$ cat config.mk
export PLATFORM = sky130hd
export DESIGN_NAME = npc_mc
export DESIGN_NICKNAME = d
export VERILOG_FILES = /design/src/rtl/npc_mc.sv
export SDC_FILE = /design/constraint.sdc
export NUM_CORES = 2
export LEC_CHECK = 0
export CAP_MARGIN = 20
export CORE_ASPECT_RATIO = 1.1
export CORE_UTILIZATION = 25
export CTS_BUF_LIST = sky130_fd_sc_hd__clkbuf_8
export DETAILED_ROUTE_END_ITERATION = 6
export DONT_BUFFER_PORTS = 1
export PLACE_DENSITY = 0.36
export SKIP_LAST_GASP = 1
export SLEW_MARGIN = 30
export SYNTH_ARGS = -nofsm -noshare
export SYNTH_HDL_FRONTEND = slang
export SYNTH_SLANG_ARGS = --single-unit
$ cat constraint.sdc
create_clock -name clk -period 34 [get_ports clk]
set_input_delay 1.7 -clock clk [delete_from_list [all_inputs] [get_ports clk]]
set_output_delay 1.7 -clock clk [all_outputs]
set_load 0.02 [all_outputs]
$ cat src/rtl/npc_mc.sv
// npc_mc: multi-cycle RV32I/RV32E integer subset core.
// It fetches over a valid/ready request/response pair and runs FETCH -> WAIT -> EXEC.
// It stops on EBREAK, or on an illegal/misaligned instruction, and keeps reporting why.
module npc_mc #(
    parameter int          XLEN     = 32,
    parameter logic [31:0] RESET_PC = 32'h8000_0000,
    parameter int          NR_REGS  = 32
) (
    input  logic            clk,
    input  logic            rst,
    output logic            ifu_req_valid,
    output logic [XLEN-1:0] ifu_req_addr,
    input  logic            ifu_req_ready,
    input  logic            ifu_rsp_valid,
    input  logic [31:0]     ifu_rsp_inst,
    output logic [XLEN-1:0] pc,
    output logic [XLEN-1:0] alu_result,
    output logic            retire,
    output logic            halt,
    output logic            halt_illegal,
    output logic [XLEN-1:0] a0
);

    generate
        if (XLEN != 32) begin : g_xlen_check
            $error("npc_mc: XLEN must be 32");
        end
        if (NR_REGS != 32 && NR_REGS != 16) begin : g_nregs_check
            $error("npc_mc: NR_REGS must be 16 or 32");
        end
    endgenerate

    localparam int          RB       = $clog2(NR_REGS);
    localparam logic [5:0]  NR       = 6'(NR_REGS);
    localparam logic [31:0] EBREAK_W = 32'h0010_0073;

    typedef enum logic [1:0] {S_FETCH, S_WAIT, S_EXEC, S_HALT} state_t;

    state_t            state_reg;
    logic [XLEN-1:0]   pc_reg;
    logic [XLEN-1:0]   alu_result_reg;
    logic [31:0]       inst_q_reg;
    logic              retire_reg;
    logic              halt_reg;
    logic              halt_illegal_reg;

    // Instruction fields of the latched word
    logic [6:0]  opcode;
    logic [4:0]  rd, rs1, rs2;
    logic [2:0]  funct3;
    logic [6:0]  funct7;
    logic [31:0] i_imm, u_imm, j_imm;

    assign opcode = inst_q_reg[6:0];
    assign rd     = inst_q_reg[11:7];
    assign funct3 = inst_q_reg[14:12];
    assign rs1    = inst_q_reg[19:15];
    assign rs2    = inst_q_reg[24:20];
    assign funct7 = inst_q_reg[31:25];
    assign i_imm  = {{20{inst_q_reg[31]}}, inst_q_reg[31:20]};
    assign u_imm  = {inst_q_reg[31:12], 12'b0};
    assign j_imm  = {{11{inst_q_reg[31]}}, inst_q_reg[31], inst_q_reg[19:12],
                     inst_q_reg[20], inst_q_reg[30:21], 1'b0};

    // Register file: x0 is hardwired, every other entry is a resettable register
    logic [XLEN-1:0] rf [NR_REGS];
    logic            wr_en;
    logic [XLEN-1:0] wr_data;

    genvar gi;
    generate
        for (gi = 0; gi < NR_REGS; gi++) begin : g_rf
            if (gi == 0) begin : g_zero
                assign rf[gi] = '0;
            end else begin : g_reg
                logic [XLEN-1:0] q_reg;
                // Capture the EXEC result when this entry is the destination
                always_ff @(posedge clk or posedge rst) begin
                    if (rst)
                        q_reg <= '0;
                    else if (wr_en && rd == 5'(gi))
                        q_reg <= wr_data;
                end
                assign rf[gi] = q_reg;
            end
        end
    endgenerate

    // Operand indices beyond the implemented register count are illegal
    logic rd_ok, rs1_ok, rs2_ok;
    assign rd_ok  = ({1'b0, rd}  < NR);
    assign rs1_ok = ({1'b0, rs1} < NR);
    assign rs2_ok = ({1'b0, rs2} < NR);

    logic [XLEN-1:0] rs1_val, rs2_val;
    assign rs1_val = rs1_ok ? rf[rs1[RB-1:0]] : '0;
    assign rs2_val = rs2_ok ? rf[rs2[RB-1:0]] : '0;

    logic            dec_legal, is_ebreak, is_jump, use_rd, use_rs1, use_rs2;
    logic [XLEN-1:0] next_pc;
    logic            illegal;

    // Decode and execute the latched instruction
    always_comb begin
        dec_legal = 1'b0;
        is_ebreak = 1'b0;
        is_jump   = 1'b0;
        use_rd    = 1'b0;
        use_rs1   = 1'b0;
        use_rs2   = 1'b0;
        wr_data   = '0;
        next_pc   = pc_reg + 32'd4;
        case (opcode)
            7'b0010011: if (funct3 == 3'b000) begin         // ADDI
                dec_legal = 1'b1; use_rd = 1'b1; use_rs1 = 1'b1;
                wr_data   = rs1_val + i_imm;
            end
            7'b0110011: if (funct3 == 3'b000 && funct7 == 7'b0) begin   // ADD
                dec_legal = 1'b1; use_rd = 1'b1; use_rs1 = 1'b1; use_rs2 = 1'b1;
                wr_data   = rs1_val + rs2_val;
            end
            7'b0110111: begin                               // LUI
                dec_legal = 1'b1; use_rd = 1'b1;
                wr_data   = u_imm;
            end
            7'b0010111: begin                               // AUIPC
                dec_legal = 1'b1; use_rd = 1'b1;
                wr_data   = pc_reg + u_imm;
            end
            7'b1101111: begin                               // JAL
                dec_legal = 1'b1; use_rd = 1'b1; is_jump = 1'b1;
                wr_data   = pc_reg + 32'd4;
                next_pc   = pc_reg + j_imm;
            end
            7'b1100111: if (funct3 == 3'b000) begin         // JALR
                dec_legal = 1'b1; use_rd = 1'b1; use_rs1 = 1'b1; is_jump = 1'b1;
                wr_data   = pc_reg + 32'd4;
                next_pc   = (rs1_val + i_imm) & ~32'd1;
            end
            7'b1110011: if (inst_q_reg == EBREAK_W) begin   // EBREAK
                dec_legal = 1'b1; is_ebreak = 1'b1;
            end
            default: ;
        endcase
    end

    assign illegal = !dec_legal || (is_jump && next_pc[1]) ||
                     (use_rd && !rd_ok) || (use_rs1 && !rs1_ok) || (use_rs2 && !rs2_ok);
    assign wr_en   = (state_reg == S_EXEC) && !illegal && !is_ebreak;

    // Control FSM: fetch handshake, response wait, one-cycle execute, sticky halt
    always_ff @(posedge clk or posedge rst) begin
        if (rst) begin
            state_reg        <= S_FETCH;
            pc_reg           <= RESET_PC;
            inst_q_reg       <= '0;
            alu_result_reg   <= '0;
            retire_reg       <= 1'b0;
            halt_reg         <= 1'b0;
            halt_illegal_reg <= 1'b0;
        end else begin
            retire_reg <= 1'b0;
            case (state_reg)
                S_FETCH: if (ifu_req_ready) state_reg <= S_WAIT;
                S_WAIT: if (ifu_rsp_valid) begin
                    inst_q_reg <= ifu_rsp_inst;
                    state_reg  <= S_EXEC;
                end
                S_EXEC: begin
                    if (illegal) begin
                        halt_reg         <= 1'b1;
                        halt_illegal_reg <= 1'b1;
                        state_reg        <= S_HALT;
                    end else if (is_ebreak) begin
                        halt_reg   <= 1'b1;
                        retire_reg <= 1'b1;
                        state_reg  <= S_HALT;
                    end else begin
                        pc_reg         <= next_pc;
                        alu_result_reg <= wr_data;
                        retire_reg     <= 1'b1;
                        state_reg      <= S_FETCH;
                    end
                end
                default: state_reg <= S_HALT;
            endcase
        end
    end

    assign ifu_req_valid = (state_reg == S_FETCH);
    assign ifu_req_addr  = pc_reg;
    assign pc            = pc_reg;
    assign alu_result    = alu_result_reg;
    assign retire        = retire_reg;
    assign halt          = halt_reg;
    assign halt_illegal  = halt_illegal_reg;
    assign a0            = rf[10];

endmodule

==> flow_summary.ini <==
[synth]
synth-xor-area-share_pct = 1.547
synth_compound_area_share_pct = 15.59
distinct_cells_synth = 79
post-synth-top-area-cell = dfrtp_1
post_synthesis_cells = 5930
avg_inst_size_synth_um2 = 10.60
yosys-top-cells-count = 1091 x dfrtp_1, 991 x nor2_1, 986 x a21oi_1
synth_seq_area_share_pct = 43.49
synth_simple_gate_area_share_pct = 10.32
leading_post_synthesis_cells_by_cell_area = dfrtp_1 43%, mux4_2 19%, a21oi_1 7.9%
synth_top_family_by_area = multiplexers
async_reset_ff_share_pct = 100.0
postSynth.topFlopCell = dfrtp_1
ys_seq_elements = 1092
synthesis.area_mm2 = 0.06283
muxShareOfSynthArea_pct = 22.46
yosys.cell_count.top_type = dfrtp_1
synth-warning-count = 0
post_synth_fa_ha_maj_area_fraction_pct = 2.198
synth_edf_count = 0
synth_top_area_share_pct = 43.45

[global_route]
grt_pass1_wl_um = 384900
grt_max_degree = 144
busiest_layer = met2
groute.layer.met1.usage_pct = 28.07
grt_use_met2_pct = 34.75
number_of_global_route_vias_before_repair = 48710
globalRoute.totalOverflow = 0
overall_fraction_of_global_route_tracks_in_use_pct = 21.12
use_met3_pct = 2.982
antenna_found_initial = 12

[sta]
hold_viol = 0
fin_worst_hold_slack_ns = 0.4984
timing.final.setup_violations = 0
clock-skew-final_ns = 0.09393
fmax_mhz = 117.4
remaining_max_slew_budget_at_the_tightest_pin_pct = 31.22
final_count_of_pins_violating_max_slew = 0
timing.final.crit_share_pct = 25.05
fin_setup_tns_ns = 0
max_slew.worst_pin.slew_ns = 1.006
finalCriticalPeriod_ns = 8.516
grt_setup_unrepaired = false

[final_layout]
final_layout_size_suffix_gt1_share_pct = 21.34
largest_register_ffs = 960
fin_nets = 5885
multi_input_comb_area_mm2 = 0.03335
area_growth_syn_to_layout_pct = 13.09
layout.filler_cells = 26040
final-seq-area_mm2 = 0.02736

[setup_path]
ff2ff_setup_slack_ns = 25.48
ordered_list_of_cells_on_the_worst_path = buf_4 -> buf_4 -> buf_4 -> buf_4 -> buf_4 -> mux4_2 -> mux4_2 -> mux2_2 -> ha_1 -> and4_1 -> and3_1 -> a2bb2oi_1 -> nand4_1 -> a41oi_1 -> xnor2_1 -> a22o_1 -> a211oi_4 -> buf_4 -> o21ai_0
path_max_fanout = 32
worst_ep_required_time_ns = 34.79
crit_path_top_delay_cell = dfrtp_4
worstSetupStartpointType = register
worst_ep_arrival_time_ns = 9.31
critical_path.endpoint_type = register
cp_slowest_stage_delay_ns = 0.65
worst_path_most_repeated_cell = buf_4
critPathKind = reg -> reg
worst_r2r_startpoint = inst_q_reg[15]
timing.reg2reg.worst_path_depth = 19
reg2reg_to = g_rf[15].g_reg.q_reg[25]

[routing]
drtPass1Iterations = 7
route.detailed.vias_per_inst = 5.267
dr_total_vias = 48420
wl_final_um = 269400
final_routed_drc_violation_total = 4
initialDrtViolationCount = 3784
postRouteAntennaNets = 0
wire_per_inst_um = 29.31

[clock_network]
clk_pin_slew_ns = 0.06
cts_root_buf = clkbuf_8
clk_latency_ns = 1.00
cts_tree = built
clock_sinks = 1092
post_cts.repair.setup_buffers = 0
htree_levels = 4
cts_hold_buffers = 0
ctsResizeCount = 0
cts-root-to-sink-buffers = 4
tritoncts.num_buffers = 207

[job]
cap_viol_max_count = 0

[power]
internal_power_of_the_cells_mw = 2.050
power_switching_mw = 0.6503
power.static_leakage_nw = 29.75
p_per_area_mw_per_mm2 = 38.00
pwr-share-seq_pct = 48.1
combPwrFrac_pct = 1.1
vdd.ir_drop.worst_v = 0.00002526
sw_frac_of_total_pct = 24.08
clock_power_share_pct = 50.8
sum_of_internal_switching_and_leakage_power_mw = 2.700

[placement]
finalWeightedCongestion = 0.8890
dp.final_hpwl_um = 172400
placement.io_buffers = 0

[worst_hold_path]
holdPathEnd = g_rf[14].g_reg.q_reg[22]
timing.hold.worst.class = reg -> reg
hold_path_depth = 2
timing.hold.worst.start = g_rf[14].g_reg.q_reg[22]

[status]
failed_checks = design-rule violations
status = finished, violations left

[floorplanning]
floorplan.initialDensity_pct = 25.20
fp.coreArea_mm2 = 0.2494
chipWidth_um = 480
fp.dieArea_mm2 = 0.2533
row_count = 192
die_h_um = 527.8
boundaryPins = 168
==> critical path, delay by kind of cell, from the launching register on <==
family	cells	cell delay, ns
xor+xnor	1	0.14
compound gates	5	1.23
fa+ha+maj	1	0.43
buf+inv	6	3.41
flops	1	0.65
simple gates	3	0.74
mux	3	1.45
==> worst max-delay path by stage <==
| stage | cells after the start | slack, ns | end | start |
|---|---|---|---|---|
| 2_1_floorplan | 1 | 1.56 | a0[0] | rst |
| 3_3_place_gp | 18 | 25.28 | g_rf[23].g_reg.q_reg[29] | inst_q_reg[15] |
| 3_5_place_dp | 18 | 25.27 | g_rf[20].g_reg.q_reg[29] | inst_q_reg[15] |
| 4_1_cts | 18 | 25.24 | g_rf[6].g_reg.q_reg[29] | inst_q_reg[15] |
| 5_1_grt | 19 | 24.82 | g_rf[14].g_reg.q_reg[31] | inst_q_reg[15] |
| 6_report | 19 | 25.48 | g_rf[15].g_reg.q_reg[25] | inst_q_reg[15] |
==> power by group through the flow <==
| stage | logic [mW] | registers, mW | clock network [mW] |
|---|---|---|---|
| 6_report | 0.0294 | 1.30 | 1.37 |
| 5_1_grt | 0.0349 | 1.30 | 1.47 |
| 3_5_place_dp | 0.0317 | 1.32 | 0 |
| 2_1_floorplan | 0.0192 | 1.33 | 0 |
| 4_1_cts | 0.0318 | 1.30 | 1.42 |
| 3_3_place_gp | 0.0315 | 1.32 | 0 |
==> cell type report <==
type,instances,area share [%]
flip-flops and latches,1092,38.51
well taps,3298,5.807
clock buffers,266,5.152
multi-input cells,4185,46.93
repair buffers,180,2.373
clock inverters,91,0.8047
diodes,6,0.02113
inverters,75,0.4103
==> kinds of logic after synthesis <==
kind of cell    after synthesis
compound gates             1706
flops                      1092
buf+inv                     654
other cells                   1
simple gates               1537
xor+xnor                    111
mux                         721
fa+ha+maj                   108
==> cell usage in the layout, fill, tap and decap left out, drive strengths merged, types with 50 or more instances in the layout <==
cell type	n
buf	180
a31oi	76
clkbuf	266
inv	140
dfrtp	1091
mux2	129
a21o	50
xnor2	67
nand2	292
nor2	1018
mux2i	54
a21oi	986
o21ai	292
mux4	538
a221oi	53
ha	104
==> routing by layer <==
layer / vias up / part of all wire [%]
met4: 4 / 3.9
met2: 1388 / 48
met1: 25120 / 44
met3: 426 / 4.6
met5: - / 0.013
li1: 21480 / -
==> per-stage QoR <==
step	utilization (%)	cell area [um^2]	cells	setup slack, ns
4_1_cts	28.46	70980	9185	25.24
5_1_grt	28.50	71060	9191	24.82
6_report	28.50	71060	9193	25.48
3_5_place_dp	26.77	66750	8828	25.27
2_1_floorplan	-	62840	5931	1.557
3_3_place_gp	26.66	66470	8817	25.28
(Power assumes the default switching activity.)
